**src/rtl/rgb_sched_pkg.sv**
```systemverilog
// Shared types for the RGB scheduler: FSM states, channel index and the
// tag that travels alongside each operand through the shared PU.
package rgb_sched_pkg;

   typedef enum logic [2:0] {
      IDLE,
      ISSUE_R,
      ISSUE_G,
      ISSUE_B,
      DRAIN,
      OUT
   } state_t;

   typedef enum logic [1:0] {
      CH_R = 2'd0,
      CH_G = 2'd1,
      CH_B = 2'd2
   } ch_t;

   typedef struct packed {
      logic valid;
      ch_t  ch;
   } tag_t;

   localparam tag_t TAG_NONE = '{valid: 1'b0, ch: CH_R};

endpackage

```
**src/rtl/pu_tag_pipe.sv**
```systemverilog
// P_LAT-deep shift register of channel tags, aligned with the shared PU
// latency so the output tag names the channel currently on pu_revq.
module pu_tag_pipe
   import rgb_sched_pkg::*;
#(
   parameter int P_LAT = 1
) (
   input  logic clk,
   input  logic rst,
   input  tag_t tag_in,
   output tag_t tag_out
);

   tag_t stage [P_LAT];

   always_ff @(posedge clk or negedge rst) begin
      if (!rst) begin
         for (int i = 0; i < P_LAT; i++) begin
            stage[i] <= TAG_NONE;
         end
      end else begin
         stage[0] <= tag_in;
         for (int i = 1; i < P_LAT; i++) begin
            stage[i] <= stage[i-1];
         end
      end
   end

   assign tag_out = stage[P_LAT-1];

endmodule

```
**src/rtl/rgb_pu_scheduler.sv**
```systemverilog
// Time-multiplexes one single-channel pixel unit over R, G and B: operands are
// issued on consecutive cycles and the results reassembled into one pixel.
module rgb_pu_scheduler
   import rgb_sched_pkg::*;
#(
   parameter int P_IMGDEPTH = 8,
   parameter int HEIGHT     = 480,
   parameter int WIDTH      = 640,
   parameter int P_LAT      = 1
) (
   input  logic                          clk,
   input  logic                          rst,
   input  logic                          in_valid,
   output logic                          in_ready,
   input  logic [$clog2(WIDTH+1)-1:0]    h_count_in,
   input  logic [$clog2(HEIGHT+1)-1:0]   v_count_in,
   input  logic [P_IMGDEPTH-1:0]         r_in,
   input  logic [P_IMGDEPTH-1:0]         g_in,
   input  logic [P_IMGDEPTH-1:0]         b_in,
   output logic [P_IMGDEPTH-1:0]         pu_q,
   input  logic [P_IMGDEPTH-1:0]         pu_revq,
   output logic                          out_valid,
   input  logic                          out_ready,
   output logic [$clog2(WIDTH+1)-1:0]    h_count_out,
   output logic [$clog2(HEIGHT+1)-1:0]   v_count_out,
   output logic [P_IMGDEPTH-1:0]         r_out,
   output logic [P_IMGDEPTH-1:0]         g_out,
   output logic [P_IMGDEPTH-1:0]         b_out,
   output logic                          sof_out,
   output logic                          eol_out,
   output logic                          busy
);

   localparam int HW = $clog2(WIDTH+1);
   localparam int VW = $clog2(HEIGHT+1);
   localparam int CW = (P_LAT > 1) ? $clog2(P_LAT) : 1;
   localparam logic [HW-1:0] H_LAST = HW'(WIDTH - 1);

   if (P_LAT < 1) begin : g_lat_check
      $error("rgb_pu_scheduler: P_LAT must be >= 1");
   end

   state_t                state;
   logic [CW-1:0]         drain_cnt;
   logic [P_IMGDEPTH-1:0] g_lat, b_lat;
   logic [P_IMGDEPTH-1:0] r_res, g_res;
   logic [HW-1:0]         h_lat;
   logic [VW-1:0]         v_lat;
   tag_t                  tag_in, tag_out;
   logic                  accept;
   logic                  b_done;

   // in_ready is only ever high in IDLE, so a handshake implies IDLE.
   assign accept = in_valid && in_ready;
   assign b_done = tag_out.valid && (tag_out.ch == CH_B);

   always_comb begin
      tag_in = TAG_NONE;
      case (state)
         ISSUE_R: tag_in = '{valid: 1'b1, ch: CH_R};
         ISSUE_G: tag_in = '{valid: 1'b1, ch: CH_G};
         ISSUE_B: tag_in = '{valid: 1'b1, ch: CH_B};
         default: tag_in = TAG_NONE;
      endcase
   end

   pu_tag_pipe #(
      .P_LAT (P_LAT)
   ) u_tag_pipe (
      .clk     (clk),
      .rst     (rst),
      .tag_in  (tag_in),
      .tag_out (tag_out)
   );

   // R is sent straight from r_in on the accept edge, so only G/B need holding.
   always_ff @(posedge clk) begin
      if (accept) begin
         g_lat <= g_in;
         b_lat <= b_in;
         h_lat <= h_count_in;
         v_lat <= v_count_in;
      end
      if (tag_out.valid && tag_out.ch == CH_R) r_res <= pu_revq;
      if (tag_out.valid && tag_out.ch == CH_G) g_res <= pu_revq;
   end

   always_ff @(posedge clk or negedge rst) begin
      if (!rst) begin
         state       <= IDLE;
         drain_cnt   <= '0;
         in_ready    <= 1'b0;
         busy        <= 1'b0;
         pu_q        <= '0;
         out_valid   <= 1'b0;
         sof_out     <= 1'b0;
         eol_out     <= 1'b0;
         r_out       <= '0;
         g_out       <= '0;
         b_out       <= '0;
         h_count_out <= '0;
         v_count_out <= '0;
      end else begin
         pu_q <= '0;
         case (state)
            IDLE: begin
               in_ready <= 1'b1;
               if (accept) begin
                  state    <= ISSUE_R;
                  pu_q     <= r_in;
                  in_ready <= 1'b0;
                  busy     <= 1'b1;
               end
            end
            ISSUE_R: begin
               state <= ISSUE_G;
               pu_q  <= g_lat;
            end
            ISSUE_G: begin
               state <= ISSUE_B;
               pu_q  <= b_lat;
            end
            ISSUE_B: begin
               if (P_LAT == 1) begin
                  state <= OUT;
               end else begin
                  state     <= DRAIN;
                  drain_cnt <= CW'(P_LAT - 1);
               end
            end
            DRAIN: begin
               if (drain_cnt == CW'(1)) state <= OUT;
               else                     drain_cnt <= drain_cnt - 1'b1;
            end
            OUT: begin
               // B result is bypassed straight into the output register.
               if (out_valid) begin
                  if (out_ready) begin
                     out_valid <= 1'b0;
                     state     <= IDLE;
                     busy      <= 1'b0;
                     in_ready  <= 1'b1;
                  end
               end else if (b_done) begin
                  out_valid   <= 1'b1;
                  r_out       <= r_res;
                  g_out       <= g_res;
                  b_out       <= pu_revq;
                  h_count_out <= h_lat;
                  v_count_out <= v_lat;
                  sof_out     <= (h_lat == '0) && (v_lat == '0);
                  eol_out     <= (h_lat == H_LAST);
               end
            end
            default: state <= IDLE;
         endcase
      end
   end

endmodule

```
**config.mk**
```make
export PLATFORM = sky130hd
export DESIGN_NAME = rgb_pu_scheduler
export DESIGN_NICKNAME = d
export VERILOG_FILES = /design/src/rtl/rgb_sched_pkg.sv /design/src/rtl/pu_tag_pipe.sv /design/src/rtl/rgb_pu_scheduler.sv
export SDC_FILE = /design/constraint.sdc
export NUM_CORES = 1
export LEC_CHECK = 0
export CAP_MARGIN = 20
export CORE_ASPECT_RATIO = 0.5
export CORE_MARGIN = 2
export CORE_UTILIZATION = 25
export DETAILED_ROUTE_END_ITERATION = 10
export PLACE_DENSITY = 0.45
export REMOVE_ABC_BUFFERS = 1
export SETUP_SLACK_MARGIN = 0.3
export SYNTH_ARGS = -nofsm -noshare
export SYNTH_HDL_FRONTEND = slang
export SYNTH_SLANG_ARGS = --single-unit
```
**constraint.sdc**
```tcl
create_clock -name clk -period 1.5 [get_ports clk]
set_input_delay 0.3 -clock clk [delete_from_list [all_inputs] [get_ports clk]]
set_output_delay 0.3 -clock clk [all_outputs]
set_load 0.01 [all_outputs]
```
-- Yosys cells after proc, flatten, opt, wreduce, memory -nomap -nowiden
Cells that the tools add are included.
W data, S select, Z words.
- register bits: 114
- bits of input ports: 55
- output and inout bits: 56
- logic and storage cells: 69
- add/sub/neg operators: 1
- equality and inequality tests: 12
- muxes and demuxes: 20
- bitwise gates (word level): 1
- reductions and logical operators: 14
- operator list (kind ; count):
    $pmux W8 S3 ; 1
    $pmux W3 S6 ; 1
    $mux W3 ; 4
    $eq A10 B10 Y1 const B ; 1
    $logic_not A10 Y1 ; 1
    $mux W1 ; 10
    $logic_not A9 Y1 ; 1
    $pmux W3 S3 ; 1
    $mux W8 ; 1
    $ne A2 B2 Y1 const B ; 4
    $reduce_and A4 Y1 ; 2
    $eq A3 B2 Y1 const B ; 2
    $eq A3 B3 Y1 const B ; 2
    $reduce_and A3 Y1 ; 2
    $logic_and A1 B1 Y1 ; 5
    $pmux W1 S2 ; 2
    $eq A3 B1 Y1 const B ; 1
    $logic_not A3 Y1 ; 1
    $eq A2 B1 Y1 const B ; 1
    $eq A2 B2 Y1 const B ; 1
    $logic_not A2 Y1 ; 1
    $reduce_bool A2 Y1 ; 1
    $not A1 Y1 ; 1
    $sub A1 B1 Y1 const B ; 1

-- Depth between registers and ports, before layout
Gate-level depths: netlist of run 1.
- depth in word-level cells: 4
- depth in mapped cells: 5
- mapped depth without buffers: 3

-- Cells and area by module
From an unflattened synthesis of run 1, not the netlist that was laid out.
- cells, all modules: 226
- area, all modules: 4310.4 sq um
- by module, submodules not included (module ; times used ; cells an instance ; area an instance (sq um)):
    rgb_pu_scheduler ; 1 ; 223 ; 4235.3
    pu_tag_pipe ; 1 ; 3 ; 75.1

-- Least setup slack after synthesis of run 1
Ideal clock, no wire load.
- kind: reg2reg
- from: register in_ready
- to: register b_lat[0], enable pin
- arrival: 1203 ps
- required time: 1110 ps
- setup slack: -93 ps
- stages on the path, launching flop included: 3
- path buffers: 0
- path through: dfrtp_1 -> nand2_1 -> inv_1
- longest elaborated chain between the ends: 1
- RTL lines (item ; line ; source):
    start: declaration ; rgb_pu_scheduler.sv:14 ; output logic in_ready,
    start signal: assignment ; rgb_pu_scheduler.sv:92 ; in_ready <= 1'b0;
    start signal: assignment ; rgb_pu_scheduler.sv:107 ; in_ready <= 1'b1;
    start signal: assignment ; rgb_pu_scheduler.sv:111 ; in_ready <= 1'b0;
    $logic_and A1 B1 Y1 ; rgb_pu_scheduler.sv:54 ; assign accept = in_valid && in_ready;
    net accept ; rgb_pu_scheduler.sv:50 ; logic accept;
    end signal: assignment ; rgb_pu_scheduler.sv:80 ; b_lat <= b_in;
    end: declaration ; rgb_pu_scheduler.sv:45 ; logic [P_IMGDEPTH-1:0] g_lat, b_lat;
The timed path passes the listed nets, and every way through them passes these cells.
A chain may end at the register's enable or synchronous reset.

-- Final worst setup path of run 1
- from: register u_tag_pipe.stage (netlist bit u_tag_pipe.tag_out[0])
- to: register b_out[6]
- longest elaborated chain between the ends: 3
- RTL lines (item ; line ; source):
    start: declaration ; pu_tag_pipe.sv:14 ; tag_t stage [P_LAT];
    start signal: indexed assignment ; pu_tag_pipe.sv:24 ; stage[i] <= stage[i-1];
    $eq A2 B2 Y1 ; rgb_pu_scheduler.sv:55 ; assign b_done = tag_out.valid && (tag_out.ch == CH_B);
    $logic_and A1 B1 Y1 ; rgb_pu_scheduler.sv:55 ;
    $reduce_and A3 Y1 (no line) ; n/a ;
    end signal: assignment ; rgb_pu_scheduler.sv:148 ; b_out <= pu_revq;
    end: declaration ; rgb_pu_scheduler.sv:28 ; output logic [P_IMGDEPTH-1:0] b_out,
No other way between the ends.

==> results of run 1 <==
## cell usage after synthesis, drive strengths merged
cell type  number
nor2            2
a21o           10
nor3            1
and4bb          1
dfrtp          63
a21oi           2
edfxtp         51
nand4           4
and2            1
nor2b           2
nand2           4
nand2b          1
inv             2
nor3b           3
o21ai           3
o2bb2ai         1
a22o            8
o21ba           1
nor4            6
and3b           2
buf             7
nand3b          1
or2             2
mux2           44
nand3           2
a2bb2oi         1
## cell type report
cell class,count,area (um^2),share of cell area (%)
clock buffer,18,429,6.43
clock inverter,14,109,1.63
inverter,2,12.5,0.188
multi-input combinational,102,1130,17.0
sequential,114,3110,46.6
tap,227,284,4.26
timing repair buffer,178,1600,23.9
## stage by stage
stage | instances | setup TNS [ps] | instance area [um^2]
2_1_floorplan | 218 | -5400 | 4180
3_3_place_gp | 573 | -359 | 5770
3_5_place_dp | 573 | -662 | 5770
4_1_cts | 643 | 0 | 6470
5_1_grt | 655 | 0 | 6670
6_report | 655 | 0 | 6670
## layer usage
metal / global-route usage, % / vias to the layer above
li1: - / 1231
met1: 13.9 / 1323
met2: 18.4 / 47
met3: 3.25 / 9
met4: 4.49 / 0
met5: 0 / -
## power by group
group	internal [W]	switching, W
sequential	0.00417	0.000386
combinational	0.00227	0.00146
clock	0.00213	0.00152
total	0.00856	0.00337
## how the worst min path moves through the flow
stage / startpoint / endpoint / slack [ps] / cells after the start
floorplan: rst / b_out[0]$_DFFE_PN0P_ / 4 / 0
global placement: rst / v_count_out[7]$_DFFE_PN0P_ / 340 / 2
detailed placement: rst / v_count_out[7]$_DFFE_PN0P_ / 350 / 2
CTS: b_in[2] / b_lat[2]$_DFFE_PP_ / 430 / 1
global route: b_in[7] / b_lat[7]$_DFFE_PP_ / 430 / 1
finish: g_in[2] / g_lat[2]$_DFFE_PP_ / 450 / 1
## what timing repair did
action / CTS / global route
gates cloned: 1 / 2
buffers inserted: 36 / 10
endpoints found under the hold margin: 63 / 0
resized for setup: 252 / 21
hold buffers: 1 / 0
pin swaps: 1 / 12
setup endpoints to repair: 119 / 158
## worst max-delay path, delay by kind of cell (launching register included)
family | cells | cell delay [ps]
DFF | 1 | 370
buffers and inverters | 1 | 170
muxes | 1 | 300
and+or+nand+nor | 2 | 480
## sequential cells by signal, summed over array words and instances (netlist names), 3 cells and up
name,count
u_tag_pipe.tag_out,3
h_lat,10
pu_q,8
state,3
r_out,8
b_lat,8
g_res,8
g_lat,8
b_out,8
v_count_out,9
h_count_out,10
v_lat,9
r_res,8
g_out,8
## logic make-up after synthesis
logic type,count (synthesis),share of synthesized area [%]
mux,44,14.9
buf+inv,9,2.48
simple gates,32,5.41
flops,114,72.6
compound gates,26,4.62
==> results.tsv, run 1 <==
metric	value	unit
setup repair after global routing missed its margin	yes	
Port Buf Inserts	110	
largest incremental delay on the critical path	390	ps
most common cell after layout, fill and taps aside	sky130_fd_sc_hd__dfrtp_1	
Finished Core Util	40.3	%
global router's overall resource usage	11.1	%
Pins Over Slew Limit	0	
first-iteration detailed-routing DRC count	113	
cts bufs inserted	17	
transition at the pin with the smallest max-transition slack	382	ps
std cell rows	33	
relative max-transition margin	74.3	%
via-per-instance ratio	3.98	
area share of the largest cell type after synthesis	36.8	%
Core Area	0.0166	mm^2
minimum setup slack among reg-to-reg paths	60	ps
area added between synthesis and finish	55.8	%
top cells by area in the synthesized netlist	sky130_fd_sc_hd__dfrtp_1, sky130_fd_sc_hd__edfxtp_1, sky130_fd_sc_hd__mux2_4	
CP arrival	1730	ps
final-layout fill cell count	1558	
largest net degree at the start of global routing	64	
minimum setup slack in the final design	56.7	ps
later-pin clock latency in the skew report	410	ps
category of the most critical setup path	reg2reg	
Worst Path Required	1780	ps
syn_area_per_cell	19.0	um^2
number of clock sinks seen by CTS	114	
Setup crit end	b_out[6]$_DFFE_PN0P_	
Die W	189	um
number of max-cap violations	0	
count of cells along the worst register-to-register path	4	
maximum clock path buffer count	2	
count of warnings emitted by yosys	0	
post-route antenna net violation count	0	
fraction of layout cells with a size suffix above 1	50.0	%
drt total wl	10.0	mm
portion of the post-synthesis area used by sequential elements	72.6	%
cell chain of the critical path	and4bb_4 > nand2_8 > buf_12 > mux2_4	
reg-to-reg critical path startpoint	u_tag_pipe.tag_out[0]$_DFF_PN0_	
average wire per cell in the routed design	15.3	um
Clk pin slew, worst setup/hold paths	60	ps
met3 routed WL	359	um
drc violations	0	
critical path endpoint category	flop	
Final Critical Period	1440	ps
top layer used by detailed routing	met4	
clock tree from TritonCTS	yes	
maximum level of the CTS H-tree	4	
Power Dens Cells	1790	mW/mm^2
netlist area before placement	0.00428	mm^2
antenna violations before repair	0	
leakage power total	3.11	nW
detailed-routing iteration count for the pre-antenna-repair pass	5	
Initial Utilization	25.9	%
Worst Skew	10.9	ps
Met2 Wirelength	4.93	mm
number of antenna cells inserted	0	
number of top-level pins	111	
Critical-path top delay cell	sky130_fd_sc_hd__and4bb_4	
capturing point of the worst reg2reg path	b_out[6]$_DFFE_PN0P_	
Fmax achieved	0.693	GHz
number of synthesized register bits	114	
remaining global-route overflow	0	
half-perimeter wire length after detailed placement	6.57	mm
startpoint type of the worst setup path	flop	
area leader, netlist	sky130_fd_sc_hd__dfrtp_1	
Power, Total	0.0119	W
Tcrit/Tclk final	96.2	%
Worst IR Drop VDD	946	uV
total die area	0.0183	mm^2
CP max FO	13	
wire length the detailed router placed on met1	4.62	mm
Hold Vio Cnt, Final	0	
Hold WC Path Type	in2reg	
first-pass GRT wire length	15.2	mm
final weighted congestion in routability-driven placement	0.657	
commonest cells after routing, fill and taps aside	sky130_fd_sc_hd__dfrtp_1, sky130_fd_sc_hd__clkdlybuf4s50_1, sky130_fd_sc_hd__edfxtp_1	
placement-stage worst setup slack	-20.7	ps
crit path from	u_tag_pipe.tag_out[0]$_DFF_PN0_	
Setup-failing EPs final	0	
worst hold margin	450	ps
number of global-route vias before repair	2763	
number of library cell types mapped by synthesis	35	
clock tree root buffer cell	sky130_fd_sc_hd__clkbuf_16	
overall die height	96.5	um
outcome	finished, final reports clean	
via total after detailed routing	2610	
count of mapped cells out of synthesis	225	
layout net count	470	
Note: power is estimated with default switching activity, not from simulation.
==> run 2: changes to the inputs <==
--- a/config.mk
+++ b/config.mk
@@ -5,7 +5,7 @@
 export SDC_FILE = /design/constraint.sdc
 export NUM_CORES = 1
 export LEC_CHECK = 0
-export CAP_MARGIN = 20
+export CAP_MARGIN = 40
 export CORE_ASPECT_RATIO = 0.5
 export CORE_MARGIN = 2
 export CORE_UTILIZATION = 25
==> results of run 2 <==
Final layout, timing and power as in run 1 (identical DEF).
